**config.mk**
```make
export PLATFORM = sky130hd
export DESIGN_NAME = class_drain_arbiter_flat
export DESIGN_NICKNAME = d
export VERILOG_FILES = /design/src/rtl/class_drain_arbiter_if.sv /design/src/rtl/class_drain_arbiter.sv /design/src/flat_wrapper.sv
export SDC_FILE = /design/constraint.sdc
export NUM_CORES = 1
export LEC_CHECK = 0
export BUFFER_PORTS_ARGS = -buffer_cell sky130_fd_sc_hd__buf_2
export CORE_ASPECT_RATIO = 0.7
export CORE_MARGIN = 5
export CORE_UTILIZATION = 42
export CTS_CLUSTER_DIAMETER = 120
export DETAILED_ROUTE_END_ITERATION = 7
export MAX_ROUTING_LAYER = met4
export PLACE_DENSITY = 0.74
export SYNTH_ARGS = -nofsm -noshare
export SYNTH_HDL_FRONTEND = slang
export SYNTH_SLANG_ARGS = --single-unit
```
**constraint.sdc**
```tcl
create_clock -name clk -period 4.9 [get_ports clk]
set_input_delay 0.245 -clock clk [delete_from_list [all_inputs] [get_ports clk]]
set_output_delay 0.245 -clock clk [all_outputs]
set_load 0.02 [all_outputs]
```
**src/rtl/class_drain_arbiter_if.sv**
```systemverilog
// Class-drain arbiter bus interface.
//  Groups the class-FIFO side (head words, empty flags, pop strobes), the
//  destination-FIFO side (almost-full flags, push strobes) and the forwarded
//  word with its class tag and busy flag.
//  Handshake: pop_signal/push_signal are single-cycle one-hot strobes. A class
//  FIFO word is "valid" whenever its empty bit is low; the FIFO consumes it on
//  the rising edge that ends a cycle with pop_signal[i]=1. A destination is
//  "ready" whenever its almost-full bit is low; it accepts data_out on the
//  rising edge that ends a cycle with push_signal[j]=1.
//  slave  : the arbiter side (drives strobes and data_out).
//  master : the environment side (drives FIFO status and head words).
interface class_drain_arbiter_if #(
  parameter int LINE_SIZE  = 12,
  parameter int CLASS_BITS = 2
);
  logic [4*LINE_SIZE-1:0] class_data_in;
  logic [3:0]             class_empty;
  logic [3:0]             dest_almost_full;
  logic [3:0]             pop_signal;
  logic [3:0]             push_signal;
  logic [LINE_SIZE-1:0]   data_out;
  logic [CLASS_BITS-1:0]  grant_class;
  logic                   busy;

  modport slave (
    input  class_data_in, class_empty, dest_almost_full,
    output pop_signal, push_signal, data_out, grant_class, busy
  );

  modport master (
    output class_data_in, class_empty, dest_almost_full,
    input  pop_signal, push_signal, data_out, grant_class, busy
  );
endinterface

```
**src/rtl/class_drain_arbiter.sv**
```systemverilog
// Class-drain arbiter.
//  Drains four per-class FIFOs into four destination FIFOs chosen by each
//  word's DEST field. Classes whose head word targets an almost-full
//  destination are skipped, so one blocked destination never stalls the
//  others. Each word is popped in one cycle and pushed in the next.
// Ports:
//  clk         : rising-edge clock
//  reset       : asynchronous active-low reset
//  bus         : class/destination FIFO interface (slave modport)
//  dbg_state_o : current FSM state (0 IDLE, 1 POP, 2 PUSH)
module class_drain_arbiter #(
  parameter int LINE_SIZE   = 12,
  parameter int CLASS_BITS  = 2,
  parameter int DEST_BITS   = 2,
  parameter int STRICT_PRIO = 0
) (
  input  logic                     clk,
  input  logic                     reset,
  class_drain_arbiter_if.slave     bus,
  output logic [1:0]               dbg_state_o
);

  typedef enum logic [1:0] {
    IDLE = 2'd0,
    POP  = 2'd1,
    PUSH = 2'd2
  } state_t;

  state_t                state_q;
  logic [1:0]            rr_ptr_q;
  logic [DEST_BITS-1:0]  dest_reg_q;
  logic [3:0]            pop_q;
  logic [3:0]            push_q;
  logic [LINE_SIZE-1:0]  data_q;
  logic [CLASS_BITS-1:0] grant_q;
  logic                  busy_q;

  logic [LINE_SIZE-1:0]  head      [4];
  logic [DEST_BITS-1:0]  head_dest [4];
  logic [3:0]            eligible;
  logic                  any_elig;
  logic [1:0]            gnt_idx;

  always_comb begin
    for (int i = 0; i < 4; i++) begin
      head[i]      = bus.class_data_in[i*LINE_SIZE +: LINE_SIZE];
      head_dest[i] = head[i][LINE_SIZE-CLASS_BITS-1 -: DEST_BITS];
      eligible[i]  = ~bus.class_empty[i] & ~bus.dest_almost_full[head_dest[i]];
    end
  end

  assign any_elig = |eligible;

  // Loops run from lowest to highest priority so the last hit wins.
  // Round-robin order is rr_ptr+1, rr_ptr+2, ... with rr_ptr itself last.
  always_comb begin
    gnt_idx = '0;
    if (STRICT_PRIO != 0) begin
      for (int i = 3; i >= 0; i--) begin
        if (eligible[i]) gnt_idx = 2'(i);
      end
    end else begin
      for (int k = 4; k >= 1; k--) begin
        if (eligible[rr_ptr_q + 2'(k)]) gnt_idx = rr_ptr_q + 2'(k);
      end
    end
  end

  always_ff @(posedge clk or negedge reset) begin
    if (!reset) begin
      state_q    <= IDLE;
      rr_ptr_q   <= 2'd3;
      dest_reg_q <= '0;
      pop_q      <= '0;
      push_q     <= '0;
      data_q     <= '0;
      grant_q    <= '0;
      busy_q     <= 1'b0;
    end else begin
      case (state_q)
        IDLE, PUSH: begin
          push_q <= '0;
          if (any_elig) begin
            // Destination status is only consulted here; the popped word is
            // pushed next cycle regardless of later almost-full changes.
            state_q    <= POP;
            pop_q      <= 4'b0001 << gnt_idx;
            data_q     <= head[gnt_idx];
            grant_q    <= CLASS_BITS'(gnt_idx);
            dest_reg_q <= head_dest[gnt_idx];
            busy_q     <= 1'b1;
            if (STRICT_PRIO == 0) rr_ptr_q <= gnt_idx;
          end else begin
            state_q <= IDLE;
            pop_q   <= '0;
            busy_q  <= 1'b0;
          end
        end
        POP: begin
          state_q <= PUSH;
          pop_q   <= '0;
          push_q  <= 4'b0001 << dest_reg_q;
        end
        default: begin
          state_q <= IDLE;
          pop_q   <= '0;
          push_q  <= '0;
          busy_q  <= 1'b0;
        end
      endcase
    end
  end

  assign bus.pop_signal  = pop_q;
  assign bus.push_signal = push_q;
  assign bus.data_out    = data_q;
  assign bus.grant_class = grant_q;
  assign bus.busy        = busy_q;
  assign dbg_state_o     = state_q;

endmodule

```
**src/flat_wrapper.sv**
```systemverilog
// flat-port wrapper written by rule: the top's interface ports become plain ports
module class_drain_arbiter_flat 
#(
  parameter int LINE_SIZE   = 12,
  parameter int CLASS_BITS  = 2,
  parameter int DEST_BITS   = 2,
  parameter int STRICT_PRIO = 0
)
  (clk, reset, dbg_state_o, bus_class_data_in, bus_class_empty, bus_dest_almost_full, bus_pop_signal, bus_push_signal, bus_data_out, bus_grant_class, bus_busy);
  class_drain_arbiter_if #(.LINE_SIZE(LINE_SIZE), .CLASS_BITS(CLASS_BITS)) bus_i ();
  input  logic clk;
  input  logic reset;
  output logic [1:0] dbg_state_o;
  input wire logic [$bits(bus_i.class_data_in)-1:0] bus_class_data_in;
  input wire logic [$bits(bus_i.class_empty)-1:0] bus_class_empty;
  input wire logic [$bits(bus_i.dest_almost_full)-1:0] bus_dest_almost_full;
  output wire logic [$bits(bus_i.pop_signal)-1:0] bus_pop_signal;
  output wire logic [$bits(bus_i.push_signal)-1:0] bus_push_signal;
  output wire logic [$bits(bus_i.data_out)-1:0] bus_data_out;
  output wire logic [$bits(bus_i.grant_class)-1:0] bus_grant_class;
  output wire logic [$bits(bus_i.busy)-1:0] bus_busy;
  assign bus_i.class_data_in = bus_class_data_in;
  assign bus_i.class_empty = bus_class_empty;
  assign bus_i.dest_almost_full = bus_dest_almost_full;
  assign bus_pop_signal = bus_i.pop_signal;
  assign bus_push_signal = bus_i.push_signal;
  assign bus_data_out = bus_i.data_out;
  assign bus_grant_class = bus_i.grant_class;
  assign bus_busy = bus_i.busy;
  class_drain_arbiter #(.LINE_SIZE(LINE_SIZE), .CLASS_BITS(CLASS_BITS), .DEST_BITS(DEST_BITS), .STRICT_PRIO(STRICT_PRIO)) u_core (.clk(clk), .reset(reset), .bus(bus_i), .dbg_state_o(dbg_state_o));
endmodule
```
# == Word-level counts from Yosys, hierarchy flattened ==
# Cells that the tools add are included.
# op_classes
eq_ne,2
n_reduce_logical,4
order_cmp,9
n_shift,2
bitwise_logic,13
addsub,3
muxes,33
# op_table
cell,n
$bmux 12 s2,1
$lt 2x3->1 const B,8
$mux 12,2
$bmux 1 s2,8
$mux 2,6
$mux 4,3
$mux 1,10
$not 1->1,8
$shl 1x2->4 const A,2
$add 2x2->2 const B,2
$and 1x1->1,4
$bmux 2 s2,1
$pmux 2 s2,1
$reduce_or 4->1,1
$ge 3x3->1 const B,1
$not 2->3,1
$add 2x1->2 const B,1
$eq 2x1->1 const B,1
$eq 2x2->1 const B,1
$logic_not 2->1,1
$pmux 1 s2,1
$reduce_and 2->1,1
$reduce_or 2->1,1
# totals
input_bits,58
elab_cells,74
output_inout_bits,25
ff_bits,29

# == Depth between registers and ports, before layout ==
# Gate-level depths: netlist of the first run.
# logic_depth
word_depth,14
depth_mapped,10
ltp_nobuf,7

# == Worst setup path before layout of the first run ==
# Ideal clock, no wire load.
# synth_path
path_kind,input port to flip-flop
from,input port bus_class_data_in[20]
to,register u_core.data_q[10] (netlist: u_core.bus.data_out[10])
cell_stages,8
t_arrival_ps,2125
setup_time_ps,81
path_buffers,2
required_time_ps,4819
slack_ps,2695
path_cell_list,mux4_2 or2_4 a211o_1 and4_1 buf_6 buf_12 mux2_4 o22ai_2
# synth_between
elab_chain_len,14
elab_cells_between_ends,22
classes_between,mux (17); bitwise (3); reduce/logical (2)
# synth_rtl
item,line_no,rtl
"start, declared",flat_wrapper.sv:14,input wire logic [$bits(bus_i.class_data_in)-1:0] bus_class_data_in;
$bmux 1 s2 (*),class_drain_arbiter.sv:48,eligible[i] = ~bus.class_empty[i] & ~bus.dest_almost_full[head_dest[i]];
$mux 1 (not written as such) (*),class_drain_arbiter.sv:48,
$not 1->1 (*),class_drain_arbiter.sv:48,
$and 1x1->1 (*),class_drain_arbiter.sv:48,
$bmux 1 s2,class_drain_arbiter.sv:64,if (eligible[rr_ptr_q + 2'(k)]) gnt_idx = rr_ptr_q + 2'(k);
$mux 1 (not written as such),class_drain_arbiter.sv:64,
$mux 2 (4 in series),class_drain_arbiter.sv:64,
$not 2->3 (not written as such),class_drain_arbiter.sv:88,data_q <= head[gnt_idx];
$bmux 12 s2,class_drain_arbiter.sv:88,
$mux 12 (not written as such) (2 in series),class_drain_arbiter.sv:88,
"end signal, assigned",class_drain_arbiter.sv:88,
"end, declared",class_drain_arbiter.sv:34,logic [LINE_SIZE-1:0] data_q;
# Every way passes the cells marked *; elsewhere a longest branch is shown, timed or not. The select of a mux whose other input is x is not followed.
# A chain may end at the register's enable or synchronous reset.

# == Final worst setup path of the first run ==
# layout_path
from,input port bus_class_data_in[45]
to,register u_core.data_q[2] (netlist: u_core.bus.data_out[2])
# Same word-level chain as after synthesis.

==> flow_metrics.tcl, run 1 <==
set metrics [dict create \
    path_clk_slew_ps 80 \
    synth-seq-area-share_pct 40.75 \
    drive_above_1_share_pct 44.18 \
    yosysWarnings 0 \
    report.final.slew_viol_count 0 \
    fin_setup_tns_ps 0 \
    n_antenna_cell 0 \
    die_area_um2 5341 \
    cp-end-kind "flip-flop" \
    place_congestion 0.8420 \
    dp_slack_ps 1643 \
    syn_area_um2 1664 \
    hold_path_class "input port to flip-flop" \
    maxCapViolations 0 \
    h-tree-depth 1 \
    path_max_fanout 26 \
    finalHoldViolations 0 \
    relSlewSlack_pct 26.85 \
    postCtsResizedCells 0 \
    vdd_drop_max_mv 0.2825 \
    vias 1558 \
    nNetsFinal 308 \
    total_power_mw 1.019 \
    design.core.area_um2 3875 \
    skew_ps 3.017 \
    drt-total-wl_mm 4.037 \
    clk_latency_ps 260 \
    worstMarginPinSlew_ps 1097 \
    grt_use_total_pct 15.25 \
    portBuffers 82 \
    die_h_um 62.67 \
    grt_max_degree 28 \
    rsz0062_at_grt "no" \
    ios 83 \
    gr-total-overflow 0 \
    clkSinkCount 27 \
    cts_tree "yes" \
    post_drt_wl_per_cell_um 13.41 \
    power_leakage_nw 1.101 \
    crit_path_max_incr_delay_ps 870 \
    crit_slowest_cell "a41o_1" \
    critical_path_class "input port to flip-flop" \
    fillCellCount 370 \
    required_ps 5080 \
    finalCritPeriodShare_pct 61.27 \
    setup_viol 0 \
    drt_iter0_drc 60 \
    cts-root-buf "clkbuf_8" \
    cts_buffers 3 \
    drt_first_pass_iters 4 \
    die_w_um 85.24 \
    period_needed_ps 3002 \
    setup_ws_ps 1898 \
    powerDensity_nw_per_um2 476.4 \
    drcViolationCount 0 \
    vias_per_cell 5.176 \
    post-route-util_pct 55.21 \
    ys_seq_elements 27 \
    synth.distinct_cells 43 \
    holdBufCountCts 1 \
    grt_pass1_wl_mm 6.561 \
    avgSynthCellArea_um2 9.732 \
    status "completed" \
    hpwl_mm 3.145 \
    grt_pass1_vias 1463 \
    start_kind "input port" \
    worstPathCellList "buf_2, mux2i_1, a22oi_1, a41o_1, inv_2, nand4_2, o21ai_0, o22ai_1" \
    clock.fmax_mhz 333.1 \
    syn_nets 229 \
    antenna_found_initial 0 \
    num_rows 19 \
    start_util_pct 42.94 \
    cts_buffer_depth 2 \
    ant_nets 0 \
    arrival_ps 3180 \
    area_delta_synth_final_pct 28.57 \
    syn_inst 171 \
    cts_setup_buffers 0 \
]
[critical path, delay by kind of cell]
family | cells | cell delay, ps
and+or+nand+nor | 1 | 490
buffers and inverters | 2 | 450
AOI/OAI and AO/OA | 4 | 1870
muxes | 1 | 110
[flip-flops by register name, summed over array words and instances, names as in the netlist]
signal	cells
u_core.bus.grant_class	2
u_core.bus.busy	1
u_core.bus.pop_signal	4
u_core.bus.push_signal	4
u_core.rr_ptr_q	2
u_core.bus.data_out	11
u_core.dbg_state_o	2
u_core.dest_reg_q	1
[final timing paths]
kind / from / slack (ps) / cells past startpoint / end
worst min register to register: u_core.dbg_state_o[1]$_DFF_PN0_ / 480 / 1 / u_core.dbg_state_o[1]$_DFF_PN0_
max in group asynchronous: reset / 4020 / 2 / u_core.rr_ptr_q[0]$_DFFE_PN1P_
min in group asynchronous: reset / 510 / 2 / u_core.bus.push_signal[0]$_DFF_PN0_
worst max register to register: u_core.rr_ptr_q[1]$_DFFE_PN1P_ / 2210 / 6 / u_core.bus.data_out[7]$_DFFE_PN0P_
worst min-delay path: bus_class_data_in[46] / 290 / 3 / u_core.bus.data_out[10]$_DFFE_PN0P_
worst max-delay path: bus_class_data_in[45] / 1900 / 8 / u_core.bus.data_out[2]$_DFFE_PN0P_
[cells in the final DEF (no fill, tap or decap), types with 2 or more instances in the layout]
cell / n
a211oi_1: 2
a21oi_1: 2
a41oi_1: 2
buf_2: 82
buf_4: 2
clkbuf_8: 3
dfrtp_1: 25
dfstp_2: 2
inv_1: 4
mux2_2: 7
mux2_4: 3
mux2i_1: 14
mux4_2: 3
nand2_1: 9
nand3_1: 2
nor2_1: 32
nor2b_1: 2
nor3_1: 2
o211ai_1: 2
o21ai_0: 14
o22ai_1: 9
o22ai_2: 3
o31ai_1: 2
or2_2: 2
[report_power, final]
part / internal (mW) / total, mW / switching [mW]
combinational: 0.215 / 0.527 / 0.313
clock: 0.0580 / 0.120 / 0.0617
sequential: 0.315 / 0.372 / 0.0574
total: 0.587 / 1.02 / 0.432
[cells by family (layout without fill, tap and decap cells)]
family                 Yosys count  count (layout)  share of synthesized area [%]
buffers and inverters           16              94                          5.337
AOI/OAI and AO/OA               43              43                          17.74
muxes                           27              27                          19.92
DFF                             27              27                          40.75
and+or+nand+nor                 58              58                          16.24
[per-layer routing]
metal / global-route usage (%) / vias to the layer above / share of wire (%)
li1: - / 778 / -
met1: 21.55 / 711 / 49
met2: 22.00 / 65 / 42
met3: 4.480 / 4 / 9.1
met4: 2.372 / 0 / 0.57
met5: - / - / 0
[metrics by stage]
step / instance area, um2 / hold slack [ps] / instances
CTS: 2140 / 296.4 / 301
global placement: 2085 / 275.4 / 296
floorplan: 1664 / -50.59 / 171
finish: 2140 / 294.2 / 301
global route: 2140 / 302.3 / 301
detailed placement: 2085 / 275.2 / 296
[area by class of cell]
cell class / count / area, um2 / area share (%)
multi-input cells: 128 / 897.1 / 41.93
inverters: 5 / 18.77 / 0.8772
clock buffers: 4 / 45.04 / 2.105
flip-flops and latches: 27 / 678.2 / 31.70
repair buffers: 85 / 435.4 / 20.35
well taps: 52 / 65.06 / 3.041
[Yosys cell counts (all sizes together)]
cell type | instances | share of area, %
nor2 | 32 | 7.2
dfrtp | 25 | 38
mux2i | 14 | 8.4
o21ai | 14 | 4.2
o22ai | 12 | 5.6
mux2 | 10 | 7.4
nand2 | 9 | 2.0
buf | 7 | 3.3
inv | 5 | 1.1
clkbuf | 4 | 0.90
mux4 | 3 | 4.1
or2 | 3 | 1.3
a211oi | 2 | 0.90
a21oi | 2 | 0.60
a41oi | 2 | 1.1
dfstp | 2 | 3.2
nand3 | 2 | 0.60
nor2b | 2 | 0.75
nor3 | 2 | 0.60
o211ai | 2 | 0.90
o31ai | 2 | 0.90
a211o | 1 | 0.53
a22oi | 1 | 0.45
a2bb2oi | 1 | 0.53
a31oi | 1 | 0.38
a32oi | 1 | 0.53
a41o | 1 | 0.60
and2 | 1 | 0.38
and3 | 1 | 0.38
and3b | 1 | 0.53
and4 | 1 | 0.53
nand2b | 1 | 0.38
nand4 | 1 | 0.75
nor3b | 1 | 0.45
o2bb2ai | 1 | 0.53
or3 | 1 | 0.38
Note: power is estimated with default switching activity, not from simulation.
==> run 2, diff against run 1 <==
--- a/config.mk
+++ b/config.mk
@@ -8,11 +8,11 @@
 export BUFFER_PORTS_ARGS = -buffer_cell sky130_fd_sc_hd__buf_2
 export CORE_ASPECT_RATIO = 0.7
 export CORE_MARGIN = 5
-export CORE_UTILIZATION = 42
+export CORE_UTILIZATION = 41
 export CTS_CLUSTER_DIAMETER = 120
 export DETAILED_ROUTE_END_ITERATION = 7
 export MAX_ROUTING_LAYER = met4
-export PLACE_DENSITY = 0.74
+export PLACE_DENSITY = 0.76
 export SYNTH_ARGS = -nofsm -noshare
 export SYNTH_HDL_FRONTEND = slang
 export SYNTH_SLANG_ARGS = --single-unit
==> constraint.sdc (replaced) <==
create_clock -name clk -period 2.6 [get_ports clk]
set_input_delay 0.13 -clock clk [delete_from_list [all_inputs] [get_ports clk]]
set_output_delay 0.13 -clock clk [all_outputs]
set_load 0.02 [all_outputs]
==> flow_metrics.tcl, run 2 (synthesis results as in run 1) <==
set metrics [dict create \
    status "completed" \
    rsz0062_at_grt "no" \
    finalHoldViolations 0 \
    die_h_um 63.30 \
    start_util_pct 42.42 \
    grt-busiest-layer "met1" \
    ant_nets 0 \
    critical_path_class "flip-flop to flip-flop" \
    finalCritPeriodShare_pct 78.23 \
    cts-root-buf "clkbuf_8" \
    drt_iter0_drc 105 \
    drt-total-wl_mm 4.322 \
    report.final.slew_viol_count 0 \
    design.core.area_um2 3923 \
    grt_max_degree 28 \
    relSlewSlack_pct 59.54 \
    die_w_um 86.15 \
    layout_commonest_cell "buf_2" \
    vdd_drop_max_mv 0.4043 \
    r2r_end "u_core.bus.data_out[5]$_DFFE_PN0P_" \
    nNetsFinal 314 \
    grt_pass1_vias 1502 \
    use_met2_pct 22.88 \
    place_congestion 0.9336 \
    place_area_um2 2142 \
    hpwl_mm 3.394 \
    num_rows 19 \
    cts_buffers 3 \
    whs_ps 163.3 \
    grt_use_total_pct 16.30 \
    vias 1597 \
    fillCellCount 383 \
    h-tree-depth 1 \
    grt_pass1_wl_mm 7.051 \
    drt_first_pass_iters 4 \
    reg2regPathDepth 6 \
    n_antenna_cell 0 \
    stdcell_area_um2 2201 \
    fin_setup_tns_ps 0 \
    portBuffers 82 \
    stdcell_count 307 \
    endpoint "u_core.bus.data_out[5]$_DFFE_PN0P_" \
    final_cell_mix "buf_2, nor2_1, dfrtp_1" \
    r2r_start "u_core.rr_ptr_q[0]$_DFFE_PN1P_" \
    period_needed_ps 2034 \
    gr-total-overflow 0 \
    dp_slack_ps 322.8 \
    startpoint "u_core.rr_ptr_q[0]$_DFFE_PN1P_" \
    ios 83 \
    path_clk_slew_ps 100 \
    area_delta_synth_final_pct 32.26 \
    post-route-util_pct 56.11 \
    drive_above_1_share_pct 45.88 \
    postCtsResizedCells 0 \
    power_leakage_nw 1.132 \
    cp-end-kind "flip-flop" \
    total_power_mw 1.977 \
    clock.fmax_mhz 491.6 \
    setup_viol 0 \
    setup_ws_ps 565.9 \
    arrival_ps 2230 \
    hold_path_class "input port to flip-flop" \
    r2r_slack_ps 570 \
    skew_ps 5.303 \
    clk_latency_ps 270 \
    maxCapViolations 0 \
    drcViolationCount 0 \
    cts_tree "yes" \
    gr-usage-met1_pct 23.86 \
    die_area_um2 5453 \
    vias_per_cell 5.202 \
    post_drt_wl_per_cell_um 14.08 \
    grt_util_met3_pct 4.167 \
    start_kind "flip-flop" \
    cts_setup_buffers 0 \
    worstMarginPinSlew_ps 606.9 \
    path_max_fanout 25 \
    clkSinkCount 27 \
    required_ps 2800 \
    antenna_found_initial 0 \
    dp_cells 302 \
    cts_buffer_depth 2 \
    largest_register_ffs 11 \
    powerDensity_nw_per_um2 898.5 \
]
==> run 2: final cells by class <==
cell class,count,area (um2),area share (%)
Inverter,5,18.77,0.8528
Sequential cell,27,678.2,30.81
Multi-Input combinational cell,128,897.1,40.76
Clock buffer,3,41.29,1.876
Tap cell,52,65.06,2.956
Timing Repair Buffer,91,493.0,22.40
Clock inverter,1,7.507,0.3411
==> run 2: report_power, final <==
part           internal, mW  switching, mW
clock network         0.109          0.135
registers             0.592          0.107
logic                 0.438          0.597
total                  1.14          0.839
==> run 2: how the worst min path moves through the flow <==
stage | end | slack, ps | cells past startpoint | start
2_1_floorplan | u_core.bus.busy$_DFFE_PN0N_ | -170 | 0 | reset
3_3_place_gp | u_core.bus.push_signal[1]$_DFF_PN0_ | 170 | 1 | reset
3_5_place_dp | u_core.bus.push_signal[0]$_DFF_PN0_ | 180 | 1 | reset
4_1_cts | u_core.bus.data_out[10]$_DFFE_PN0P_ | 160 | 3 | bus_class_data_in[46]
5_1_grt | u_core.bus.data_out[10]$_DFFE_PN0P_ | 150 | 3 | bus_class_data_in[46]
6_report | u_core.bus.data_out[10]$_DFFE_PN0P_ | 160 | 3 | bus_class_data_in[46]
==> run 2: what timing repair did <==
item                                    in CTS  in global routing
hold buffers                                 1                  0
endpoints found under the setup margin       0                  0
endpoints found under the hold margin       25                  0
==> run 2: layer usage <==
metal / routed length [um] / share of wire, % / up-vias
met2: 1807 / 42 / 74
met3: 384 / 8.9 / 2
li1: - / - / 792
met1: 2107 / 49 / 729
met4: 21 / 0.49 / 0
met5: 0 / 0 / -
==> run 2: worst max-delay path, stage by stage (launching register included) <==
cell and delay (ps):
dfstp_2 580, nand2b_1 140, a2bb2oi_1 250, and4_1 300
buf_12 200, mux2_2 350, o22ai_1 130
==> run 3, diff against run 2 <==
--- a/config.mk
+++ b/config.mk
@@ -8,11 +8,11 @@
 export BUFFER_PORTS_ARGS = -buffer_cell sky130_fd_sc_hd__buf_2
 export CORE_ASPECT_RATIO = 0.7
 export CORE_MARGIN = 5
-export CORE_UTILIZATION = 41
+export CORE_UTILIZATION = 42
 export CTS_CLUSTER_DIAMETER = 120
 export DETAILED_ROUTE_END_ITERATION = 7
 export MAX_ROUTING_LAYER = met4
-export PLACE_DENSITY = 0.76
+export PLACE_DENSITY = 0.74
 export SYNTH_ARGS = -nofsm -noshare
 export SYNTH_HDL_FRONTEND = slang
 export SYNTH_SLANG_ARGS = --single-unit
==> constraint.sdc (replaced) <==
create_clock -name clk -period 2.05 [get_ports clk]
set_input_delay 0.1025 -clock clk [delete_from_list [all_inputs] [get_ports clk]]
set_output_delay 0.1025 -clock clk [all_outputs]
set_load 0.02 [all_outputs]
==> flow_metrics.tcl, run 3 (synthesis results as in run 1) <==
set metrics [dict create \
    worstMarginPinSlew_ps 585.3 \
    internal-power_mw 1.543 \
    cts_tree "yes" \
    r2r_slack_ps 130 \
    clk_latency_ps 270 \
    final_cell_mix "buf_2, nor2_1, buf_4" \
    powerDensity_nw_per_um2 1106 \
    hold_path_class "input port to flip-flop" \
    die_w_um 85.24 \
    path_max_fanout 23 \
    dp_slack_ps -120.7 \
    design.core.area_um2 3875 \
    grt_pass1_wl_mm 6.762 \
    gr-total-overflow 0 \
    start_kind "input port" \
    finalHoldViolations 0 \
    relSlewSlack_pct 60.98 \
    drcViolationCount 0 \
    rsz0062_at_grt "no" \
    vias 1668 \
    cts_buffers 3 \
    critical_path_class "input port to flip-flop" \
    cts-root-buf "clkbuf_8" \
    antenna_found_initial 0 \
    drt-total-wl_mm 4.224 \
    required_ps 2250 \
    grt_max_degree 28 \
    cts_buffer_depth 2 \
    swShare_pct 40.99 \
    drt_first_pass_iters 4 \
    die_h_um 62.67 \
    combPwrFrac_pct 54.4 \
    portBuffers 82 \
    nNetsFinal 334 \
    finalCritPeriodShare_pct 93.66 \
    path_clk_slew_ps 100 \
    ios 83 \
    area_delta_synth_final_pct 42.03 \
    pwr-share-clk_pct 11.6 \
    setup_viol 0 \
    status "completed" \
    n_antenna_cell 0 \
    drt_iter0_drc 71 \
    h-tree-depth 1 \
    clock.fmax_mhz 520.9 \
    period_needed_ps 1920 \
    stdcell_area_um2 2364 \
    largest_register_ffs 11 \
    ant_nets 0 \
    setup_ws_ps 130.1 \
    grt_use_total_pct 15.78 \
    total_power_mw 2.614 \
    post_drt_wl_per_cell_um 12.92 \
    pwr-share-seq_pct 33.9 \
    layout_commonest_cell "buf_2" \
    hpwl_mm 3.365 \
    arrival_ps 2120 \
    maxCapViolations 0 \
    drive_above_1_share_pct 49.82 \
    start_util_pct 42.94 \
    p_switching_mw 1.072 \
    clkSinkCount 27 \
    die_area_um2 5341 \
    place_congestion 0.8815 \
    fin_setup_tns_ps 0 \
    power_leakage_nw 1.231 \
    cp-end-kind "flip-flop" \
    vdd_drop_max_mv 0.6064 \
    report.final.slew_viol_count 0 \
    vias_per_cell 5.101 \
    grt_pass1_vias 1476 \
    place_area_um2 2305 \
    skew_ps 9.643 \
    num_rows 19 \
]
[run 3: changes by cell type in the layout (fill, tap and decap cells not counted), sizes merged]
cell	before	now
buf	90	110
[run 3: critical path: stages]
cell and delay (ps):
buf_2 100, mux4_2 520, nor2_1 290, or3_1 180
and4_1 250, buf_12 200, mux2_2 350, o22ai_1 130
[run 3: area by class of cell]
class | count | area [um2]
Inverter | 5 | 18.77
Tap cell | 52 | 65.06
Timing Repair Buffer | 111 | 655.6
Clock buffer | 3 | 41.29
Clock inverter | 1 | 7.507
Sequential cell | 27 | 678.2
Fill cell | 339 | 1511
Multi-Input combinational cell | 128 | 897.1
[run 3: path summary, 6_finish.rpt]
kind | startpoint | endpoint | cells past startpoint
hold reg to reg | u_core.bus.grant_class[1]$_DFFE_PN0P_ | u_core.bus.grant_class[1]$_DFFE_PN0P_ | 2
max in group asynchronous | reset | u_core.bus.data_out[7]$_DFFE_PN0P_ | 2
min in group asynchronous | reset | u_core.bus.data_out[10]$_DFFE_PN0P_ | 2
setup reg to reg | u_core.rr_ptr_q[1]$_DFFE_PN1P_ | u_core.bus.data_out[11]$_DFFE_PN0P_ | 6
hold / removal | bus_class_data_in[41] | u_core.bus.data_out[5]$_DFFE_PN0P_ | 3
setup / recovery | bus_class_data_in[32] | u_core.bus.data_out[11]$_DFFE_PN0P_ | 8
[run 3: power by group through the flow]
| stage | Sequential, mW | Combinational [mW] | Clock (mW) |
|---|---|---|---|
| final | 0.887 | 1.42 | 0.304 |
| after global routing | 0.919 | 1.55 | 0.336 |
| after CTS | 0.886 | 1.44 | 0.315 |
| after detailed placement | 0.891 | 1.44 | 0 |
| after global placement | 0.896 | 1.41 | 0 |
| after floorplan | 1.10 | 0.698 | 0 |
[run 3: metal layers]
metal / track usage [%] / vias up / share of wire (%)
met5: - / - / 0
met3: 4.480 / 4 / 8.5
met4: 2.964 / 0 / 0.59
met1: 21.72 / 772 / 47
li1: - / 833 / -
met2: 23.35 / 59 / 44
[run 3: through the flow]
| step | util, % | hold slack, ps | std cells |
|---|---|---|---|
| 3_3_place_gp | 59.48 | 141.8 | 322 |
| 5_1_grt | 60.99 | 129.4 | 327 |
| 3_5_place_dp | 59.48 | 143.1 | 322 |
| 4_1_cts | 60.99 | 130.4 | 327 |
| 2_1_floorplan | - | -193.1 | 171 |
| 6_report | 60.99 | 130.8 | 327 |
[run 3: timing repair]
item | in CTS | in global routing
gates resized for setup | 0 | 0
hold endpoints to repair | 25 | 0
hold buffers | 1 | 0
buffers inserted | 0 | 0
